$ cat src/rtl/uart_wb_pkg.sv
// Shared command type, host FSM states and UART register map for the Wishbone host.
package uart_wb_pkg;

   localparam logic [2:0] UART_RBR = 3'd0;
   localparam logic [2:0] UART_THR = 3'd0;
   localparam logic [2:0] UART_IER = 3'd1;
   localparam logic [2:0] UART_IIR = 3'd2;
   localparam logic [2:0] UART_FCR = 3'd2;
   localparam logic [2:0] UART_LCR = 3'd3;
   localparam logic [2:0] UART_MCR = 3'd4;
   localparam logic [2:0] UART_LSR = 3'd5;
   localparam logic [2:0] UART_MSR = 3'd6;
   localparam logic [2:0] UART_SCR = 3'd7;

   typedef struct packed {
      logic       we;
      logic [2:0] addr;
      logic [7:0] data;
   } uart_cmd_t;

   typedef enum logic [1:0] {
      IDLE = 2'd0,
      BUS  = 2'd1,
      RESP = 2'd2
   } host_state_t;

endpackage

$ cat src/rtl/uart_cmd_fifo.sv
// Synchronous command FIFO; push_rdy is registered, so a pop while full frees a slot
// one cycle later. Head entry is visible combinationally from the read pointer.
module uart_cmd_fifo
   import uart_wb_pkg::*;
#(
   parameter int DEPTH = 4
) (
   input  logic      clock,
   input  logic      reset,
   input  logic      push_vld,
   output logic      push_rdy,
   input  uart_cmd_t push_dat,
   input  logic      pop,
   output uart_cmd_t head_dat,
   output logic      empty,
   output logic      empty_nxt
);

   localparam int PW = $clog2(DEPTH);
   localparam int CW = $clog2(DEPTH + 1);

   uart_cmd_t       mem [DEPTH];
   logic [PW-1:0]   wr_ptr, rd_ptr;
   logic [CW-1:0]   count, count_nxt;
   logic            do_push, do_pop;

   assign do_push   = push_vld & push_rdy;
   assign do_pop    = pop & ~empty;
   assign empty     = (count == '0);
   assign empty_nxt = (count_nxt == '0);
   assign head_dat  = mem[rd_ptr];

   always_comb begin
      count_nxt = count;
      case ({do_push, do_pop})
         2'b10:   count_nxt = count + 1'b1;
         2'b01:   count_nxt = count - 1'b1;
         default: count_nxt = count;
      endcase
   end

   always_ff @(posedge clock) begin
      if (do_push) mem[wr_ptr] <= push_dat;
   end

   // Pointers wrap for free because DEPTH is a power of two.
   always_ff @(posedge clock) begin
      if (reset) begin
         wr_ptr   <= '0;
         rd_ptr   <= '0;
         count    <= '0;
         push_rdy <= 1'b1;
      end else begin
         if (do_push) wr_ptr <= wr_ptr + 1'b1;
         if (do_pop)  rd_ptr <= rd_ptr + 1'b1;
         count    <= count_nxt;
         push_rdy <= (count_nxt != CW'(DEPTH));
      end
   end

endmodule

$ cat src/rtl/uart_wb_host.sv
// Wishbone classic master for the UART slave: one bus cycle per buffered command, >=3 edges push->rsp.
// Optional bus timeout under UART_WB_TIMEOUT_EN; rsp_valid holds until rsp_ready, cmd_ready drops when FIFO full.
module uart_wb_host
   import uart_wb_pkg::*;
#(
   parameter int         FIFO_DEPTH     = 4,
   parameter logic [3:0] WB_SEL         = 4'hF,
   parameter int         TIMEOUT_CYCLES = 16
) (
   input  logic       clock,
   input  logic       WB_RST_I,
   input  logic       cmd_valid,
   output logic       cmd_ready,
   input  logic       cmd_we,
   input  logic [2:0] cmd_addr,
   input  logic [7:0] cmd_data,
   output logic       rsp_valid,
   input  logic       rsp_ready,
   output logic       rsp_we,
   output logic [7:0] rsp_data,
   output logic       rsp_err,
   output logic [2:0] WB_ADDR_O,
   output logic [3:0] WB_SEL_O,
   output logic [7:0] WB_DAT_O,
   input  logic [7:0] WB_DAT_I,
   output logic       WB_WE_O,
   output logic       WB_STB_O,
   output logic       WB_CYC_O,
   input  logic       WB_ACK_I,
   input  logic       INT_I,
   output logic       irq_pending,
   output logic       busy
);

   host_state_t state, state_nxt;
   uart_cmd_t   cmd_dat, head_dat;
   logic        fifo_empty, fifo_empty_nxt, pop;
   logic [2:0]  addr_nxt;
   logic [7:0]  dat_nxt, rsp_dat_nxt;
   logic        we_nxt, cyc_nxt, rsp_vld_nxt, rsp_we_nxt, rsp_err_nxt;
   logic        tmo_hit;

   assign cmd_dat = '{we: cmd_we, addr: cmd_addr, data: cmd_data};

   uart_cmd_fifo #(.DEPTH(FIFO_DEPTH)) u_cmd_fifo (
      .clock     (clock),
      .reset     (WB_RST_I),
      .push_vld  (cmd_valid),
      .push_rdy  (cmd_ready),
      .push_dat  (cmd_dat),
      .pop       (pop),
      .head_dat  (head_dat),
      .empty     (fifo_empty),
      .empty_nxt (fifo_empty_nxt)
   );

`ifdef UART_WB_TIMEOUT_EN
   localparam int TMO_W = $clog2(TIMEOUT_CYCLES + 1);
   logic [TMO_W-1:0] tmo_cnt;

   // Fires on the last permitted BUS edge; ACK on that same edge takes priority.
   assign tmo_hit = (tmo_cnt == TMO_W'(TIMEOUT_CYCLES - 1));

   always_ff @(posedge clock) begin
      if (WB_RST_I || state != BUS) tmo_cnt <= '0;
      else                          tmo_cnt <= tmo_cnt + 1'b1;
   end
`else
   assign tmo_hit = 1'b0;
`endif

   always_comb begin
      state_nxt   = state;
      pop         = 1'b0;
      addr_nxt    = WB_ADDR_O;
      dat_nxt     = WB_DAT_O;
      we_nxt      = WB_WE_O;
      cyc_nxt     = WB_CYC_O;
      rsp_vld_nxt = rsp_valid;
      rsp_we_nxt  = rsp_we;
      rsp_dat_nxt = rsp_data;
      rsp_err_nxt = rsp_err;
      case (state)
         IDLE: begin
            if (!fifo_empty) begin
               pop       = 1'b1;
               addr_nxt  = head_dat.addr;
               dat_nxt   = head_dat.data;
               we_nxt    = head_dat.we;
               cyc_nxt   = 1'b1;
               state_nxt = BUS;
            end
         end
         BUS: begin
            if (WB_ACK_I || tmo_hit) begin
               cyc_nxt     = 1'b0;
               rsp_vld_nxt = 1'b1;
               rsp_we_nxt  = WB_WE_O;
               rsp_dat_nxt = (WB_ACK_I && !WB_WE_O) ? WB_DAT_I : 8'h00;
               rsp_err_nxt = ~WB_ACK_I;
               state_nxt   = RESP;
            end
         end
         RESP: begin
            if (rsp_ready) begin
               rsp_vld_nxt = 1'b0;
               state_nxt   = IDLE;
            end
         end
         default: state_nxt = IDLE;
      endcase
   end

   always_ff @(posedge clock) begin
      if (WB_RST_I) begin
         state       <= IDLE;
         WB_ADDR_O   <= '0;
         WB_DAT_O    <= '0;
         WB_WE_O     <= 1'b0;
         WB_CYC_O    <= 1'b0;
         WB_STB_O    <= 1'b0;
         WB_SEL_O    <= WB_SEL;
         rsp_valid   <= 1'b0;
         rsp_we      <= 1'b0;
         rsp_data    <= '0;
         rsp_err     <= 1'b0;
         irq_pending <= 1'b0;
         busy        <= 1'b0;
      end else begin
         state       <= state_nxt;
         WB_ADDR_O   <= addr_nxt;
         WB_DAT_O    <= dat_nxt;
         WB_WE_O     <= we_nxt;
         WB_CYC_O    <= cyc_nxt;
         WB_STB_O    <= cyc_nxt;
         WB_SEL_O    <= WB_SEL;
         rsp_valid   <= rsp_vld_nxt;
         rsp_we      <= rsp_we_nxt;
         rsp_data    <= rsp_dat_nxt;
         rsp_err     <= rsp_err_nxt;
         irq_pending <= INT_I;
         busy        <= (state_nxt != IDLE) || !fifo_empty_nxt;
      end
   end

endmodule

$ cat config.mk
export PLATFORM = sky130hd
export DESIGN_NAME = uart_wb_host
export DESIGN_NICKNAME = d
export VERILOG_FILES = /design/src/rtl/uart_wb_pkg.sv /design/src/rtl/uart_cmd_fifo.sv /design/src/rtl/uart_wb_host.sv
export SDC_FILE = /design/constraint.sdc
export NUM_CORES = 1
export LEC_CHECK = 0
export BUFFER_PORTS_ARGS = -buffer_cell sky130_fd_sc_hd__buf_2
export CORE_MARGIN = 3
export CORE_UTILIZATION = 40
export CTS_BUF_LIST = sky130_fd_sc_hd__clkbuf_8
export CTS_CLUSTER_DIAMETER = 30
export DETAILED_ROUTE_END_ITERATION = 6
export GPL_TIMING_DRIVEN = 1
export MAX_ROUTING_LAYER = met4
export PLACE_DENSITY = 0.61
export SYNTH_ARGS = -nofsm -noshare
export SYNTH_HDL_FRONTEND = slang
export SYNTH_SLANG_ARGS = --single-unit
$ cat constraint.sdc
create_clock -name clock -period 3.06 [get_ports clock]
set_clock_uncertainty 0.05 [all_clocks]
set_input_delay 0.918 -clock clock [delete_from_list [all_inputs] [get_ports clock]]
set_output_delay 0.918 -clock clock [all_outputs]
set_load 0.005 [all_outputs]
==> metrics.yaml <==
floorplanning:
  start_util_pct: 41.93
  dieArea_um2: 9394
  die_w_um: 96.93
  num_rows: 32
  core_area_um2: 7888
  die_h_um: 96.93
  io_pins: 58
clock_tree:
  post_cts_buffers: 0
  clk_pin_slew_ns: 0.09
  insertion_delay_ns: 0.35
  cts_made_buffers: 9
  cts_resized: 0
  cts-root-buf: "clkbuf_8"
  cts_tree: "yes"
  hold_buffers: 0
  cts_sinks: 84
  clockBufferDepth: 2
  h-tree-depth: 3
synth:
  syn_area_um2: 3307
  synth-seq-cells: 84
  synth_warnings: 0
  seq_area_frac_synth_pct: 65.38
  avgSynthCellArea_um2: 14.01
  synth_cell_types: 35
  netlist_instances: 236
drt:
  wirelength_mm: 5.718
  dr_total_vias: 1919
  drt_iter0_drc: 72
  route.detailed.drc: 0
  first_pass_iters: 4
  wire_per_inst_um: 14.51
  antenna_left: 0
  via_per_inst: 4.871
timing:
  max_freq_ghz: 0.3779
  slew_headroom_pct: 46.83
  setup_viol: 0
  worst_pin_slew_ns: 0.7964
  rsz0062_at_grt: "false"
  finalHoldViolCount: 0
  worst_slack_ns: 0.4138
  hold-worst-slack_ns: 0.4080
  slew_violations: 0
  fin_crit_ns: 2.646
  finalCritPeriodShare_pct: 86.48
  fin_tns_setup_ns: 0
placement:
  io_buffers: 53
  gp_congestion: 0.7538
  place_ws_ns: 0.3109
  dp_hpwl_mm: 3.912
hold_path:
  min_path_type: "reg -> reg"
cells_and_area:
  antenna_cells: 0
  syn_to_final_growth_pct: 14.95
  drive_above_1_share_pct: 28.08
  num-nets-final: 319
worst_setup_path:
  worstSetupStartpointType: "flip-flop"
  cp-end-kind: "flip-flop"
  critPathRequiredTime_ns: 3.25
  worst_ep_arrival_time_ns: 2.84
  crit_fanout: 15
  critPathKind: "reg -> reg"
global_routing:
  grt_usage_pct: 13.41
  overflow: 0
  grt_max_degree: 37
  antenna_found_initial: 0
  grt_pass1_wl_mm: 9.729
  grt_pass1_vias: 1929
pwr:
  p_leak_nw: 1.429
  ir_worst_vdd_uv: 263.5
  cellPowerDensity_nw_per_um2: 845.1
run:
  cap_viol_max_count: 0
run_status:
  outcome: "complete, no violations"
==> report_power, final <==
group	internal (mW)	switching, mW
Clock	0.391	0.415
Sequential	1.40	0.158
Combinational	0.401	0.445
Total	2.19	1.02
==> cell usage in the layout, fill, tap and decap left out, types with 3 or more instances in the layout <==
cell type	n
a21oi_1	18
a21oi_2	8
and3_1	4
buf_2	53
clkbuf_8	9
clkinv_4	3
conb_1	4
dfxtp_1	36
edfxtp_1	48
ha_1	5
inv_1	5
mux4_1	10
nand2_1	40
nand3b_1	8
nor2_1	10
nor2b_1	4
xnor2_1	4
==> routing by layer <==
metal | track usage [%] | routed length, um
met4 | 6.695 | 104
met3 | 3.100 | 290
met5 | - | 0
met2 | 19.11 | 2497
met1 | 18.03 | 2827
==> state kept, by name, indices dropped and copies added, names as in the netlist, 2 cells and up <==
| signal | cells |
|---|---|
| u_cmd_fifo.mem | 48 |
| WB_DAT_O | 8 |
| rsp_data | 8 |
| WB_ADDR_O | 3 |
| u_cmd_fifo.count | 3 |
| state | 2 |
| u_cmd_fifo.rd_ptr | 2 |
| u_cmd_fifo.wr_ptr | 2 |
==> kinds of logic after synthesis <==
logic type | count (synthesis) | synth area share [%]
DFF | 84 | 65.38
AOI/OAI and AO/OA | 31 | 6.054
xor gates and xnor gates | 6 | 1.589
buffers and inverters | 22 | 4.389
adders and majority gates | 6 | 2.497
and+or+nand+nor | 74 | 10.67
other | 1 | 0.1134
muxes | 12 | 9.307
==> Yosys cell counts <==
| library cell | number | area [um2] |
|---|---|---|
| edfxtp_1 | 48 | 1441 |
| nand2_1 | 40 | 150.1 |
| dfxtp_1 | 36 | 720.7 |
| a21oi_1 | 18 | 90.09 |
| mux4_1 | 10 | 262.8 |
| nor2_1 | 10 | 37.54 |
| a21oi_2 | 8 | 70.07 |
| nand3b_1 | 8 | 60.06 |
| buf_4 | 6 | 45.04 |
| ha_1 | 5 | 62.56 |
| inv_1 | 5 | 18.77 |
| and3_1 | 4 | 25.02 |
| clkbuf_1 | 4 | 15.01 |
| nor2b_1 | 4 | 25.02 |
| xnor2_1 | 4 | 35.03 |
| buf_2 | 3 | 15.01 |
| buf_6 | 2 | 22.52 |
| mux4_2 | 2 | 45.04 |
| nor3_1 | 2 | 10.01 |
| xor2_1 | 2 | 17.52 |
| a21bo_2 | 1 | 10.01 |
| a21boi_0 | 1 | 7.510 |
| a41oi_1 | 1 | 8.760 |
| and2_1 | 1 | 6.260 |
| buf_12 | 1 | 20.02 |
| clkinv_4 | 1 | 8.760 |
| conb_1 | 1 | 3.750 |
| fa_1 | 1 | 20.02 |
| nand3_1 | 1 | 5.000 |
| nor3b_1 | 1 | 7.510 |
| nor4b_1 | 1 | 8.760 |
| o21ai_0 | 1 | 5.000 |
| o41ai_1 | 1 | 8.760 |
| or3_1 | 1 | 6.260 |
| or3_4 | 1 | 11.26 |
==> final timing paths <==
path,to,startpoint,slack [ns],cells past startpoint
min,rsp_data[7],rsp_data[7],0.41,2
min reg2reg,rsp_data[7],rsp_data[7],0.41,2
max,u_cmd_fifo.push_rdy,u_cmd_fifo.count[0],0.41,10
max reg2reg,u_cmd_fifo.push_rdy,u_cmd_fifo.count[0],0.41,10
==> through the flow <==
step	util, %	total power, mW	cell area, um2	cells
2_1_floorplan	-	2.253	3318	239
3_3_place_gp	45.56	2.428	3593	378
3_5_place_dp	45.56	2.448	3593	378
4_1_cts	48.19	3.257	3801	394
5_1_grt	48.19	3.442	3801	394
6_report	48.19	3.212	3801	394
==> critical path, stage by stage (launching register included) <==
cell and delay, ns:
dfxtp_1 0.42, nor3_1 0.10, or3_4 0.43, clkinv_4 0.15
ha_1 0.19, inv_1 0.06, fa_1 0.46, nor2b_1 0.15
nand2_1 0.07, a21boi_0 0.12, or3_1 0.34
==> cell type report <==
cell class              instances  area, um2
well taps                     102      127.6
repair buffers                 53      265.3
multi-input cells             133       1011
clock inverters                 7      83.83
inverters                       6      27.53
fillers                       693       4086
clock buffers                   9      123.9
flip-flops and latches         84       2162
(Power assumes the default switching activity.)
